===== src/rtl/logic_gate_bist.sv =====
// logic_gate_bist: WIDTH-input op-selectable gate with a registered output, plus a
// BIST sequencer that sweeps all 2^WIDTH vectors against a golden model.
// Ports: clk/rst_n; op, in_valid, in_data -> out_valid, out_y (1-cycle latency);
//        bist_start, inject_fault -> bist_busy, bist_done, bist_pass, err_cnt.
module logic_gate_bist #(
  parameter int WIDTH = 2
) (
  input  logic             clk,
  input  logic             rst_n,
  input  logic [2:0]       op,
  input  logic             in_valid,
  input  logic [WIDTH-1:0] in_data,
  output logic             out_valid,
  output logic             out_y,
  input  logic             bist_start,
  input  logic             inject_fault,
  output logic             bist_busy,
  output logic             bist_done,
  output logic             bist_pass,
  output logic [WIDTH:0]   err_cnt
);

  localparam logic [1:0] S_IDLE  = 2'd0;
  localparam logic [1:0] S_RUN   = 2'd1;
  localparam logic [1:0] S_DRAIN = 2'd2;
  localparam logic [1:0] S_DONE  = 2'd3;

  logic [1:0]       state;
  logic [2:0]       op_lat;
  logic [WIDTH-1:0] vec;
  logic             res_q;
  logic             exp_q;

  // Reduction of the selected op over every input bit; reserved codes give 0.
  function automatic logic gate_fn(input logic [2:0] f, input logic [WIDTH-1:0] v);
    logic r;
    case (f)
      3'b000:  r = &v;
      3'b001:  r = |v;
      3'b010:  r = ^v;
      3'b011:  r = ~&v;
      3'b100:  r = ~|v;
      3'b101:  r = ~^v;
      default: r = 1'b0;
    endcase
    return r;
  endfunction

  logic             in_bist;
  logic [2:0]       dp_op;
  logic [WIDTH-1:0] dp_vec;
  logic             dp_y;
  logic             gold_y;
  logic             mismatch;
  logic [WIDTH:0]   err_inc;
  logic [WIDTH-1:0] vec_nxt;

  // The datapath is shared: BIST drives it from the latched op and sweep counter,
  // functional mode from the live inputs. The fault flip applies in both modes.
  assign in_bist  = (state == S_RUN);
  assign dp_op    = in_bist ? op_lat : op;
  assign dp_vec   = in_bist ? vec : in_data;
  assign dp_y     = gate_fn(dp_op, dp_vec) ^ inject_fault;
  assign gold_y   = gate_fn(op_lat, vec);
  assign mismatch = res_q ^ exp_q;
  assign err_inc  = err_cnt + {{WIDTH{1'b0}}, mismatch};
  assign vec_nxt  = vec + {{(WIDTH-1){1'b0}}, 1'b1};

  always_ff @(posedge clk or negedge rst_n) begin
    if (!rst_n) begin
      state     <= S_IDLE;
      op_lat    <= 3'b000;
      vec       <= '0;
      res_q     <= 1'b0;
      exp_q     <= 1'b0;
      out_valid <= 1'b0;
      out_y     <= 1'b0;
      bist_busy <= 1'b0;
      bist_done <= 1'b0;
      bist_pass <= 1'b0;
      err_cnt   <= '0;
    end else begin
      case (state)
        S_RUN: begin
          out_valid <= 1'b0;
          res_q     <= dp_y;
          exp_q     <= gold_y;
          // The pair registered on the previous RUN edge is only meaningful
          // once the first vector has been captured, i.e. from vec==1 on.
          if (|vec) err_cnt <= err_inc;
          vec <= vec_nxt;
          if (&vec) state <= S_DRAIN;
        end
        S_DRAIN: begin
          out_valid <= 1'b0;
          err_cnt   <= err_inc;
          bist_busy <= 1'b0;
          bist_done <= 1'b1;
          bist_pass <= ~|err_inc;
          state     <= S_DONE;
        end
        default: begin
          // IDLE and DONE: functional mode; bist_start wins over in_valid.
          if (bist_start) begin
            state     <= S_RUN;
            op_lat    <= op;
            vec       <= '0;
            err_cnt   <= '0;
            bist_done <= 1'b0;
            bist_pass <= 1'b0;
            bist_busy <= 1'b1;
            out_valid <= 1'b0;
          end else begin
            out_valid <= in_valid;
            if (in_valid) out_y <= dp_y;
          end
        end
      endcase
    end
  end

endmodule


===== config.mk =====
export PLATFORM = sky130hd
export DESIGN_NAME = logic_gate_bist
export DESIGN_NICKNAME = d
export VERILOG_FILES = /design/src/rtl/logic_gate_bist.sv
export SDC_FILE = /design/constraint.sdc
export NUM_CORES = 1
export LEC_CHECK = 0
export ABC_AREA = 1
export BUFFER_PORTS_ARGS = -buffer_cell sky130_fd_sc_hd__buf_4
export CAP_MARGIN = 5
export CORE_MARGIN = 2
export CORE_UTILIZATION = 54
export CTS_CLUSTER_SIZE = 20
export DETAILED_ROUTE_END_ITERATION = 8
export GPL_TIMING_DRIVEN = 0
export PLACE_DENSITY = 0.84
export REMOVE_ABC_BUFFERS = 1
export SETUP_SLACK_MARGIN = 0.1
export SLEW_MARGIN = 40
export SYNTH_ARGS = -nofsm -noshare
export SYNTH_HDL_FRONTEND = slang
export SYNTH_SLANG_ARGS = --single-unit
export TNS_END_PERCENT = 50

===== constraint.sdc =====
create_clock -name clk -period 2.7 [get_ports clk]
set_input_delay 0.135 -clock clk [delete_from_list [all_inputs] [get_ports clk]]
set_output_delay 0.135 -clock clk [all_outputs]
set_load 0.01 [all_outputs]

# Word level (Yosys, flattened, before mapping)
# Index checks and enable logic that the tools add are counted.
# op_classes
addsub	2
n_reduce_logical	26
n_bitwise	6
mux	19
n_eq_ne	14
# op_table
operator	count
2-bit AND reduction	7
3-bit by 2-bit equality test with 1-bit output, second input constant	4
3-bit equality test, second input constant	4
1-bit one-hot mux with 6 select lines	2
3-bit two-way mux	3
2-bit two-way mux	4
2-bit one-hot mux with 2 select lines	2
3-bit by 1-bit equality test with 1-bit output, second input constant	2
3-bit zero test	2
1-bit one-hot mux with 2 select lines	3
3-bit one-hot mux with 2 select lines	1
2-bit OR reduction	3
1-bit zero test	5
1-bit two-way mux	4
2-bit by 1-bit != test with 1-bit output, second input constant	2
1-bit inverter	4
2-bit nonzero test	2
2-bit XNOR reduction	2
2-bit XOR reduction	2
3-bit by 1-bit adder with 3-bit output	1
3-bit AND reduction	1
3-bit nonzero test	1
3-bit OR reduction	1
2-bit by 1-bit adder with 2-bit output, second input constant	1
other kinds (3)	4
# word_totals
word_cells	78
reg_bits	17

# Logic depth before layout (Yosys ltp)
# Gate-level depths: netlist of the first run.
# depth
depth_word	6
depth_mapped	18
mapped_depth_nobuf	17

# Least setup slack after synthesis of the first run
# OpenSTA, ideal clock, no wires.
# synth_timing
kind	register -> register
from	reg state[0]
to	reg out_y
required_ps	2583
path_stages_with_launch	15
setup_time_ps	117
period_less_slack_ps	1936
path_buffers	2
t_arrival_ps	1818
path_slack_ps	764
path_cell_list	dfrtp_1 ha_1 buf_6 buf_6 o21ai_0 inv_1 ha_1 inv_1 nand3_1 nand3_1 nand2_1 nand2_1 nand3_1 nand3_1 nand2_1
# synth_between
elab_chain_cells	6
# synth_lines
element	line	source
start: declaration	28	logic [1:0] state;
start signal: assignment	71	state <= S_IDLE;
start signal: assignment	92	if (&vec) state <= S_DRAIN;
start signal: assignment	100	state <= S_DONE;
2-bit by 1-bit equality test with 1-bit output	60, 83	
2-bit two-way mux	62	assign dp_vec = in_bist ? vec : in_data;
2-bit OR reduction / 2-bit AND reduction (equally long branches)	n/a	
1-bit zero test (on tied branches)	42, 41	
1-bit one-hot mux with 6 select lines	37	case (f)
1-bit bitwise XOR	63	assign dp_y = gate_fn(dp_op, dp_vec) ^ inject_fault;
end signal: assignment	115	if (in_valid) out_y <= dp_y;
end: declaration	14	output logic out_y,
# Several ways; a longest one is shown, not always the timed one.
# A chain may end at the register's enable or synchronous reset.

# Worst setup path in the final report of the first run
# layout_timing
from	reg state[1]
to	reg res_q
# layout_between
elab_chain_cells	6
# layout_lines
element	line	source
2-bit by 1-bit equality test with 1-bit output (*)	60, 83	
2-bit two-way mux	62	
2-bit OR reduction / 2-bit AND reduction (equally long branches)	n/a	
1-bit zero test (on tied branches)	42, 41	
1-bit one-hot mux with 6 select lines	37	
1-bit bitwise XOR	63	
end signal: assignment	86	res_q <= dp_y;
end: declaration	31	logic res_q;
# Mark *: on every way between the ends. The rest lies on a longest branch, timed or not.

==> results by group, run 1 <==
GRT
  • Initial antenna violation count: 0
  • GR Util met3: between 2 and 3%
  • GRT Util Overall: between 20% and 30%
  • Vias in the first global route: approximately 870
  • Met2 usage: 39.5%
  • GRT overflow: 0
  • First-pass GRT wire length: between 3000 and 4000 um
  • Largest net degree at the start of global routing: 18
  • Grt peak-use layer: met2
  • GR Util met1: roughly a quarter

Setup path
  • CP Data Required Time: between 2 and 3 ns
  • Critical path's largest stage delay: 0.41 ns
  • Worst R2R Setup Slack: roughly 0.37 ns
  • R2R cell count: 16
  • RR Endpoint: res_q
  • CP Launch Type: flop
  • Critical-path cell list: inv_1 > ha_2 > inv_4 > nor2_1 > inv_1 > o21ai_0 > inv_1 > ha_1 > inv_1 > nand3_1 > nand3_1 > nand2_1 > nand2_1 > nand3_1 > nand3_1 > nand2_1
  • CP max FO: 17
  • Crit Reg-Reg Startpoint: state[1]
  • Critical path's slowest cell: ha_2
  • Worst Path Arrival: 2.51 ns
  • CP Class: flop to flop
  • Crit. End Element: flop

Logic synthesis
  • Synth cell types: 23
  • Most frequent cell after synthesis: nand2_1
  • Avg Cell Area, Syn: ~8 um2
  • Synth async-reset ratio: 100%
  • Yosys warnings: 0
  • #FFs+latches synth: 17
  • Dominant cells by area after synthesis: dfrtp_1, ha_1, nand2_1
  • Most frequent cells after synthesis: nand2_1, inv_1, dfrtp_1
  • Number of enable flip-flop cells after synthesis: 0
  • Mapped Area: between 1000 and 1500 um2
  • Primary FF master, synth: dfrtp_1
  • Yosys top cell by area: dfrtp_1
  • Top cell type's share of synthesized area: 40.4%
  • Sequential share of the synthesized area: about two fifths
  • Post-Synthesis Cells: 135

Power and ir drop
  • Max VDD drop: between 0.6 and 0.7 mV
  • Leakage power total: between 0.6 and 0.7 nW
  • Seq pwr share: 30.4%
  • Pint: between 700 and 800 uW
  • Share of total power in the clock network: about a tenth
  • Switching power: ~690 uW
  • Combinational share of power: 60.2%
  • PwrDens: around 1200 nW/um2
  • Sw frac: approximately 48%

Final layout
  • Layout cells sized above 1: 18.8%
  • FILL cells: ~160
  • N_diodes: 0
  • Final net count: ~170
  • Final instance area: roughly 1200 um2
  • Layout area overhead: 16.2%

Routing
  • ANT nets after route: 0
  • 1st-iter DRT viols: 31
  • Via-to-Cell Ratio: 5.23
  • Post-DR wirelength/cell: around 12 um
  • DRT Pass-1 Iters: 4
  • Vias: between 900 and 1,000
  • Post-route DRC: 0
  • Routed WL: 2080 um

STA
  • RSZ-0062 raised after global routing: false
  • Relative slew slack: around three quarters
  • Slew @ Worst Pin: between 0.3 and 0.4 ns
  • Hold violation count in the final report: 0
  • Tcrit/Tclk final: roughly 86%
  • TNS Setup: 0 ns
  • Post-layout min period: ~2.3 ns
  • Max Slew Vio Count: 0
  • Clk_skew: between 0.004 and 0.005 ns
  • # setup viols final: 0
  • Achievable Freq: roughly 0.43 GHz

Clock network
  • CTS buffer count: 3
  • Worst-path clk slew: roughly 0.10 ns
  • CTS tree: yes
  • Clock Path Buffers: 2
  • H-tree depth: 1
  • Clock Tree Root: clkbuf_4
  • Num Clock Sinks: 17
  • Clk_lat worst skew: approximately 0.28 ns

Hold path
  • Worst min-delay path category: primary input to flop
  • Hold endpoint: op_lat[1]
  • Worst Hold Launch: op[1]
  • Hold path depth: 3

Floorplan
  • Cell row count: 15
  • Effective utilization at floorplan: roughly 60%
  • DIE WIDTH: ~48 um
  • Core area: 1780 um2
  • Io pins: 18
  • Die Area: between 2000 and 2500 um2
  • Chip height: about 48 um

Flow run
  • Max Cap Viol: 0

Place
  • Port bufs: 17
  • Dpl cell area: ~1200 um2
  • DPL Wire Length: between 1500 and 2000 um
  • Routability cong.: 0.787

Run status
  • Outcome: finished clean
worst max path at each step:
stage / start / end / cells after the start
3_3_place_gp: state[1] / res_q / 16
2_1_floorplan: state[1] / res_q / 16
6_report: state[1] / res_q / 16
4_1_cts: state[1] / res_q / 16
3_5_place_dp: state[1] / res_q / 16
5_1_grt: state[1] / res_q / 17
registers in the layout, summed over array words and instances (netlist names):
signal / cells
state: 2
bist_busy: 1
out_valid: 1
vec: 2
err_cnt: 3
op_lat: 3
bist_done: 1
out_y: 1
bist_pass: 1
res_q: 1
exp_q: 1
cell families after synthesis:
family,share of synthesized area [%]
XOR/XNOR,1.66
flip-flops,40.4
adder cells (fa/ha/maj),10.7
AO/OA/AOI/OAI,13.7
AND/OR/NAND/NOR,21.9
buffers and inverters,11.8
per-stage QoR:
step / instances / power (mW) / hold WS, ns / setup WS [ns] / utilization [%]
5_1_grt: 179 / 1.61 / 0.131 / 0.115 / 68.6
4_1_cts: 179 / 1.45 / 0.126 / 0.158 / 68.5
2_1_floorplan: 132 / 1.07 / -0.161 / 0.549 / -
3_5_place_dp: 174 / 1.31 / 0.0130 / 0.193 / 66.5
3_3_place_gp: 174 / 1.26 / 0.00969 / 0.275 / 66.5
6_report: 179 / 1.45 / 0.123 / 0.369 / 68.6
final cells by class:
cell class | instances | area [um2] | share of cell area [%]
timing repair buffer | 18 | 138 | 11.2
multi-input combinational | 90 | 507 | 41.4
clock buffer | 4 | 26.3 | 2.15
sequential | 17 | 425 | 34.8
tap | 25 | 31.3 | 2.56
inverter | 25 | 96.3 | 7.87
power by group through the flow:
stage                     Combinational [mW]  Clock (mW)  Sequential [mW]
after global routing                    1.00       0.149            0.458
after detailed placement               0.864           0            0.445
after CTS                              0.871       0.137            0.441
final                                  0.872       0.136            0.441
after floorplan                        0.617           0            0.448
after global placement                 0.816           0            0.439
layout by cell type (no fill, tap or decap), types with 2 or more instances in the layout:
cell type  count
a21oi_1        4
buf_4         17
clkbuf_4       3
dfrtp_1       17
ha_1           8
inv_1         22
inv_2          2
nand2_1       30
nand2_2        2
nand3_1       13
nor2_1         9
o21ai_0        6
o21ai_1        7
xor2_1         2
metal layers:
| metal | part of all wire, % | vias to the layer above |
|---|---|---|
| li1 | - | 468 |
| met1 | 43 | 434 |
| met2 | 52 | 33 |
| met3 | 4.5 | 2 |
| met4 | 1.2 | 0 |
| met5 | 0 | - |
timing repair:
| action | 4_1_cts | 5_1_grt |
|---|---|---|
| buffers inserted | 0 | 0 |
| endpoints found under the hold margin | 17 | 0 |
| endpoints found under the setup margin | 0 | 2 |
| hold buffers | 1 | 0 |
| resized for setup | 0 | 1 |
worst max-delay path: cells and delay by family (launching register included):
kind,cells,cell delay [ns]
fa+ha+maj,2,0.63
simple gates,8,0.68
compound gates,1,0.11
buf+inv,5,0.39
flops,1,0.40
Power figures use the tool's default switching activity.
==> run 2: changes to the inputs <==
--- a/config.mk
+++ b/config.mk
@@ -13,7 +13,7 @@
 export CTS_CLUSTER_SIZE = 20
 export DETAILED_ROUTE_END_ITERATION = 8
 export GPL_TIMING_DRIVEN = 0
-export PLACE_DENSITY = 0.84
+export PLACE_DENSITY = 0.76
 export REMOVE_ABC_BUFFERS = 1
 export SETUP_SLACK_MARGIN = 0.1
 export SLEW_MARGIN = 40
==> results by group, run 2 (synthesis results as in run 1) <==
Place
  • Port bufs: 17
  • Routability cong.: 0.736
  • Pre-CTS setup slack: slightly below 0.2 ns
  • DPL Wire Length: ~1600 um

Power and ir drop
  • Pint: ~760 uW
  • Combinational share of power: 59.8%
  • Switching power: 691 uW
  • Max VDD drop: just over 0.9 mV
  • Share of total power in the clock network: under 10%
  • PwrDens: approximately 1200 nW/um2
  • Leakage power total: 0.661 nW
  • Sw frac: between 40% and 50%
  • Seq pwr share: 30.5%
  • Overall Power: about 1.4 mW

Setup path
  • RR Endpoint: res_q
  • Worst Path Arrival: 2.51 ns
  • CP Data Required Time: between 2 and 3 ns
  • Critical path's slowest cell: ha_2
  • CP max FO: 17
  • CP Launch Type: flop
  • Critical-path cell list: inv_1 > ha_2 > inv_4 > nor2_1 > inv_1 > o21ai_0 > ha_1 > o211ai_1 > nand3_1 > nand3_1 > nand2_1
  • Crit. End Element: flop
  • Critical Path End: res_q
  • R2R cell count: 11
  • CP Class: flop to flop
  • Crit Reg-Reg Startpoint: state[1]
  • Critical path's largest stage delay: between 0.4 and 0.5 ns
  • Worst R2R Setup Slack: roughly 0.39 ns
  • Crit path from: state[1]

Floorplan
  • Chip height: 48.2 um
  • DIE WIDTH: 48.2 um
  • Cell row count: 15
  • Effective utilization at floorplan: roughly three fifths
  • Io pins: 18
  • Core area: roughly 1800 um2
  • Die Area: 2320 um2

Clock network
  • CTS buffer count: 3
  • Post-CTS Setup Bufs: 0
  • H-tree depth: 1
  • Clock Tree Root: clkbuf_4
  • Clock Path Buffers: 2
  • Worst-path clk slew: roughly 0.1 ns
  • CTS tree: yes
  • Num Clock Sinks: 17
  • Clk_lat worst skew: approximately 0.29 ns

STA
  • Achievable Freq: ~0.43 GHz
  • TNS Setup: 0 ns
  • Relative slew slack: about 76%
  • Max Slew Vio Count: 0
  • Clk_skew: 0.00101 ns
  • Post-layout min period: approximately 2.3 ns
  • Worst Slack Setup Final: 0.386 ns
  • RSZ-0062 raised after global routing: false
  • Slew @ Worst Pin: between 0.3 and 0.4 ns
  • Tcrit/Tclk final: 85.7%
  • Hold_ws: 0.0953 ns
  • # setup viols final: 0
  • Hold violation count in the final report: 0

Final layout
  • Registers with the most flip-flops: err_cnt: 3 flops, op_lat: 3 flops
  • Final net count: 174
  • N_diodes: 0
  • Final core utilization: about two thirds
  • Layout cells sized above 1: 18.8%
  • Most common cell after layout, fill and taps aside: nand2_1
  • Most frequent cells in the layout: nand2_1, inv_1, dfrtp_1, buf_4, nand3_1
  • Layout area overhead: 16.2%

GRT
  • First-pass GRT wire length: about 3400 um
  • GRT Util Overall: a little over a fifth
  • Largest net degree at the start of global routing: 18
  • Vias in the first global route: about 800
  • GRT overflow: 0
  • Initial antenna violation count: 0

Routing
  • Routed WL: 2070 um
  • Post-route DRC: 0
  • Via-to-Cell Ratio: about 5.1
  • Vias: ~920
  • Post-DR wirelength/cell: 11.5 um
  • ANT nets after route: 0
  • DRT Pass-1 Iters: 4
  • 1st-iter DRT viols: 35

Flow run
  • Max Cap Viol: 0

Run status
  • Outcome: finished clean

Hold path
  • Worst min-delay path category: primary input to flop
-- run 2: power groups by stage --
stage          Clock [mW]  Combinational [mW]  Sequential [mW]
2_1_floorplan           0               0.617            0.448
3_3_place_gp            0               0.823            0.438
3_5_place_dp            0               0.863            0.447
4_1_cts             0.140               0.869            0.442
5_1_grt             0.150               0.992            0.455
6_report            0.140               0.865            0.442
-- run 2: metrics by stage --
step | cell area, um2 | instances
after global placement | 1180 | 174
after global routing | 1220 | 179
after CTS | 1220 | 179
final | 1220 | 179
after detailed placement | 1180 | 174
after floorplan | 1030 | 132
-- run 2: critical path, delay by kind of cell, from the launching register on --
family | cells | cell delay (ns)
simple gates | 4 | 0.44
flops | 1 | 0.40
buf+inv | 3 | 0.26
compound gates | 2 | 0.39
fa+ha+maj | 2 | 0.71
-- run 2: how the worst min path moves through the flow --
| stage | from | to | slack, ns | cells past startpoint |
|---|---|---|---|---|
| after detailed placement | rst_n | bist_done | 0.01 | 1 |
| after CTS | op[1] | op_lat[1] | 0.1 | 3 |
| after floorplan | rst_n | bist_busy | -0.16 | 0 |
| after global routing | op[1] | op_lat[1] | 0.12 | 3 |
| final | op[1] | op_lat[1] | 0.1 | 3 |
| after global placement | rst_n | bist_done | 0.009 | 1 |
-- run 2: metal layers --
metal	share of wire (%)	routed length [um]	track usage, %	up-vias
li1	-	-	-	469
met3	3.5	72	2.22	11
met2	51	1060	37.1	34
met4	2.8	57	11.4	0
met1	42	877	27.1	407
met5	0	0	0	-
-- run 2: layout make-up --
| cell class | instances | area [um2] |
|---|---|---|
| sequential | 17 | 425 |
| fill | 158 | 559 |
| inverter | 25 | 96.3 |
| clock buffer | 4 | 26.3 |
| tap | 25 | 31.3 |
| timing repair buffer | 18 | 138 |
| multi-input combinational | 90 | 507 |
-- run 2: what timing repair did --
action,in CTS,in global routing
hold endpoints to repair,17,0
setup endpoints to repair,0,2
hold buffers,1,0
gates resized for setup,0,1
